[src/rtl/mc_control_fsm.sv]
// Multicycle MIPS32 main controller: Moore FSM sequencing FETCH/DECODE/EXEC/MEM/WB.
// Memory states (FETCH, MEMRD, MEMWR) hold and repeat their outputs until mem_ready.
module mc_control_fsm (
  input  logic       clk,
  input  logic       reset_n,
  input  logic [5:0] op,
  input  logic       zero,
  input  logic       mem_ready,
  output logic       pcen,
  output logic       irwrite,
  output logic       memwrite,
  output logic       regwrite,
  output logic       iord,
  output logic       memtoreg,
  output logic       regdst,
  output logic       alusrca,
  output logic [1:0] alusrcb,
  output logic [1:0] pcsrc,
  output logic [1:0] aluop,
  output logic       illegal_op
);

  localparam logic [5:0] OP_RTYPE = 6'b000000;
  localparam logic [5:0] OP_LW    = 6'b100011;
  localparam logic [5:0] OP_SW    = 6'b101011;
  localparam logic [5:0] OP_BEQ   = 6'b000100;
  localparam logic [5:0] OP_ADDI  = 6'b001000;
  localparam logic [5:0] OP_J     = 6'b000010;

  typedef enum logic [3:0] {
    S_FETCH   = 4'd0,
    S_DECODE  = 4'd1,
    S_MEMADR  = 4'd2,
    S_MEMRD   = 4'd3,
    S_MEMWB   = 4'd4,
    S_MEMWR   = 4'd5,
    S_RTYPEEX = 4'd6,
    S_RTYPEWB = 4'd7,
    S_BEQEX   = 4'd8,
    S_ADDIEX  = 4'd9,
    S_ADDIWB  = 4'd10,
    S_JEX     = 4'd11
  } state_e;

  state_e state_q, state_d;

  logic pcwrite_c;
  logic branch_c;
  logic irwrite_c;
  logic memwrite_c;
  logic regwrite_c;
  logic illegal_c;

  always_ff @(posedge clk or negedge reset_n) begin
    if (!reset_n) begin
      state_q <= S_FETCH;
    end else begin
      state_q <= state_d;
    end
  end

  always_comb begin
    state_d    = S_FETCH;
    pcwrite_c  = 1'b0;
    branch_c   = 1'b0;
    irwrite_c  = 1'b0;
    memwrite_c = 1'b0;
    regwrite_c = 1'b0;
    illegal_c  = 1'b0;
    iord       = 1'b0;
    memtoreg   = 1'b0;
    regdst     = 1'b0;
    alusrca    = 1'b0;
    alusrcb    = 2'b00;
    pcsrc      = 2'b00;
    aluop      = 2'b00;

    case (state_q)
      S_FETCH: begin
        // PC and IR only advance on the cycle the instruction read completes
        alusrcb   = 2'b01;
        irwrite_c = mem_ready;
        pcwrite_c = mem_ready;
        state_d   = mem_ready ? S_DECODE : S_FETCH;
      end
      S_DECODE: begin
        alusrcb = 2'b11;
        case (op)
          OP_LW, OP_SW: state_d = S_MEMADR;
          OP_RTYPE:     state_d = S_RTYPEEX;
          OP_BEQ:       state_d = S_BEQEX;
          OP_ADDI:      state_d = S_ADDIEX;
          OP_J:         state_d = S_JEX;
          default: begin
            state_d   = S_FETCH;
            illegal_c = 1'b1;
          end
        endcase
      end
      S_MEMADR: begin
        alusrca = 1'b1;
        alusrcb = 2'b10;
        if (op == OP_LW) begin
          state_d = S_MEMRD;
        end else if (op == OP_SW) begin
          state_d = S_MEMWR;
        end else begin
          state_d = S_FETCH;
        end
      end
      S_MEMRD: begin
        iord    = 1'b1;
        state_d = mem_ready ? S_MEMWB : S_MEMRD;
      end
      S_MEMWB: begin
        memtoreg   = 1'b1;
        regwrite_c = 1'b1;
      end
      S_MEMWR: begin
        iord       = 1'b1;
        memwrite_c = 1'b1;
        state_d    = mem_ready ? S_FETCH : S_MEMWR;
      end
      S_RTYPEEX: begin
        alusrca = 1'b1;
        aluop   = 2'b10;
        state_d = S_RTYPEWB;
      end
      S_RTYPEWB: begin
        regdst     = 1'b1;
        regwrite_c = 1'b1;
      end
      S_BEQEX: begin
        alusrca  = 1'b1;
        aluop    = 2'b01;
        pcsrc    = 2'b01;
        branch_c = 1'b1;
      end
      S_ADDIEX: begin
        alusrca = 1'b1;
        alusrcb = 2'b10;
        state_d = S_ADDIWB;
      end
      S_ADDIWB: begin
        regwrite_c = 1'b1;
      end
      S_JEX: begin
        pcsrc     = 2'b10;
        pcwrite_c = 1'b1;
      end
      default: begin
        state_d = S_FETCH;
      end
    endcase
  end

  // Strobes are gated by reset_n so an asynchronous reset kills any write in the same cycle
  assign pcen       = reset_n & (pcwrite_c | (branch_c & zero));
  assign irwrite    = reset_n & irwrite_c;
  assign memwrite   = reset_n & memwrite_c;
  assign regwrite   = reset_n & regwrite_c;
  assign illegal_op = reset_n & illegal_c;

endmodule

[config.mk]
export PLATFORM = sky130hd
export DESIGN_NAME = mc_control_fsm
export DESIGN_NICKNAME = d
export VERILOG_FILES = /design/src/rtl/mc_control_fsm.sv
export SDC_FILE = /design/constraint.sdc
export NUM_CORES = 1
export LEC_CHECK = 0
export ABC_AREA = 1
export CORE_MARGIN = 8
export CORE_UTILIZATION = 39
export DETAILED_ROUTE_END_ITERATION = 10
export PLACE_DENSITY = 0.77
export SETUP_SLACK_MARGIN = 0.2
export SLEW_MARGIN = 10
export SYNTH_ARGS = -nofsm -noshare
export SYNTH_HDL_FRONTEND = slang
export SYNTH_SLANG_ARGS = --single-unit
export TNS_END_PERCENT = 30
[constraint.sdc]
create_clock -name clk -period 1.71 [get_ports clk]
set_clock_uncertainty 0.2 [all_clocks]
set_input_delay 0.171 -clock clk [delete_from_list [all_inputs] [get_ports clk]]
set_output_delay 0.171 -clock clk [all_outputs]
set_load 0.01 [all_outputs]
==> reports/summary.txt <==
Reported leakage power = 0.633 nW
Proportion of layout cells with a drive suffix above 1 = 54.7%
Result of the run = finished with violations
Leftover overflow at the end of global routing = 0
Post-Place Worst Slack = -0.340 ns
Clock Sinks = 4
Share of the synthesized netlist area taken by xor and xnor gates = 0%
Post-synthesis cell area = 531 sq um
Post-Synthesis Net Count = 112
DRC Markers = 0
Register-to-register setup slack = 0.19 ns
Met1 Track Usage GR = 14.4%
Compound-Gate Fraction of Synth Area = 8.73%
Initial standard-cell utilization of the core = 41.3%
Cell count after placement = 166
Half-perimeter wire length after placement = 1.55 mm
Vertical extent of the die = 52.9 um
Number of warnings reported in the yosys synthesis log = 0
Final Hold Viols = 0
First drt pass iteration count = 4
Number of buffers created by CTS = 3
Max Cap Violations = 0
Core region area = 0.00128 sq mm
Total Wirelength = 2.25 mm
Share of cell area taken by muxes after synthesis = 0%
Clock latency on the worst-skew pair = 0.24 ns
Detailed-route wire length per cell = 12.9 um
Number of antenna diodes = 0
Area fraction in and, or, nand and nor cells after synthesis = 55.4%
Worst-margin pin slew = 0.225 ns
Worst vdd rail ir drop = 0.484 mV
Gr busiest metal = met2
Leading cell type by number of instances after synthesis = nand2_1
Port Buffers = 24
Die Wd = 52.9 um
Power density over the cells = 413 mW/mm^2
RSZ-0062 raised after global routing = true
Maximum clock rate = 576 MHz
Initial antenna violation count = 0
Met2 Use GR = 31.3%
Flip-flop count of the largest register after layout = 4
Number of top-level pins = 25
Largest family of logic cells by synthesized area = simple AND/OR/NAND/NOR gates
Post-detailed-route via-to-cell ratio = 4.91
H-tree level count = 1
Async set-reset flop share out of synthesis = 100%
Max Root-Sink Buffers = 2
Number of DRC markers after the initial detailed-route iteration = 12
Clock-pin slew on the worst setup and hold paths = 0.05 ns
Setup violation total in the final timing report = 2
CTS Root Buffer Type = clkbuf_4
Area of the die = 0.00280 sq mm
Hold WC Path Type = in2async
Final Util = 84.9%
Largest fanout on the critical path = 6
Post-layout worst setup margin = -0.0261 ns
Synthesized-area fraction occupied by adder cells = 0%
Global-route wire length before repair = 3.53 mm
Leading post-synthesis cells by cell area = dfrtp_1 19%, nand2_1 18%, nor2_1 17%
Setup CP Type = reg2out
Count of pins over their slew limit = 0
Seq/Total Area, Yosys = 18.9%
Crit end category = primary output
Clock period minus worst slack = 1.74 ns
Filler Cell Count = 90
Pin count of the biggest net entering global routing = 7
Number of enable flip-flop cells after synthesis = 0
Global Route met3 Usage = 6.44%
Data required, critical path = 1.34 ns
Largest registers = state_q: 4 flops
Arrival time at the worst endpoint = 1.37 ns
Leading register cell type out of synthesis = dfrtp_1
Post-synth top area share = 18.9%
Sort of element at the start of the critical path = flop
Net total in the final layout = 171
Most flop-heavy register = state_q
Number of cells in the finished layout apart from fillers = 174
Final antenna-violating net count = 0
TritonCTS clock tree = yes
Worst slew margin relative to its limit = 85.0%
Library cell occupying the most area in the post-synthesis netlist = dfrtp_1
Period Utilization, post-route = 102%
Register bit count reported by yosys = 4
Count of hold-fix buffers inserted at cts = 0
Via count of the first global-routing pass = 869
Most frequent cells after synthesis = 26 x nand2_1, 24 x nor2_1, 21 x inv_1
Mapped Avg Cell Area = 5.20 sq um
Violated checks = negative setup slack
Via Count = 854
Gr usage total = 16.4%
Distinct cell type count of the synthesized netlist = 14
Final setup TNS = -0.0472 ns
Cell row count = 13
Count of mapped cells out of synthesis = 102
Global placement routability congestion = 0.836
Layout overhead on the synthesized area = 106%
==> final timing paths <==
path,startpoint,endpoint,cells after the start
worst max-delay path,state_q[1],pcen,6
worst min-delay path,reset_n,state_q[1],2
worst max register to register,state_q[0],state_q[1],8
worst min register to register,state_q[3],state_q[0],6
max in group asynchronous,reset_n,state_q[2],2
min in group clk,op[3],state_q[1],6
==> cell usage in the layout (no fill, tap or decap), types with 7 or more instances in the layout <==
master	count
inv_2	9
nor2_2	7
nor2_4	7
nand3_1	7
buf_2	10
inv_1	13
clkdlybuf4s50_1	8
nand2_1	19
buf_4	29
nor2_1	15
==> report_power, final <==
group          internal [W]  switching (W)  leakage [nW]
Sequential         0.000101      0.0000130        0.0497
Clock             0.0000789      0.0000442        0.0138
Combinational      0.000106       0.000107         0.569
Total              0.000286       0.000165         0.633
==> worst max-delay path: stages (launching register included) <==
cell     delay, ns
dfrtp_2       0.49
nor2_4        0.15
inv_2         0.07
nor2_4        0.09
nand2_1       0.07
a31oi_2       0.11
buf_2         0.15
==> layer usage <==
layer  up-vias  routed length (um)
li1        420                   -
met1       389                 836
met2        41                1150
met3         4                 213
met4         0                  43
met5         -                   0
==> kinds of logic (layout without fill, tap and decap cells) <==
kind of cell,count (synthesis),in the layout
buf+inv,24,81
flops,4,4
simple gates,67,67
compound gates,7,7
==> repair_timing <==
item / 4_1_cts / 5_1_grt
gates resized for setup: 84 / 20
endpoints found under the setup margin: 15 / 18
setup buffers: 4 / 1
pin swaps: 8 / 13
==> area by class of cell <==
type                    instances  area, sq um  area share [%]
multi-input cells              74          425            39.0
repair buffers                 54          425            39.0
flip-flops and latches          4          104            9.52
inverters                      24         95.1            8.72
clock buffers                   3         22.5            2.06
well taps                      15         18.8            1.72
==> stage by stage <==
step	power [W]	hold slack (ns)	cell area (sq um)
4_1_cts	0.000432	0.0436	1040
6_report	0.000451	0.0497	1090
5_1_grt	0.000474	0.0578	1090
2_1_floorplan	0.000185	-0.325	531
3_5_place_dp	0.000293	0.288	977
3_3_place_gp	0.000289	0.267	977
No activity file was read; power rests on OpenSTA's default activity.
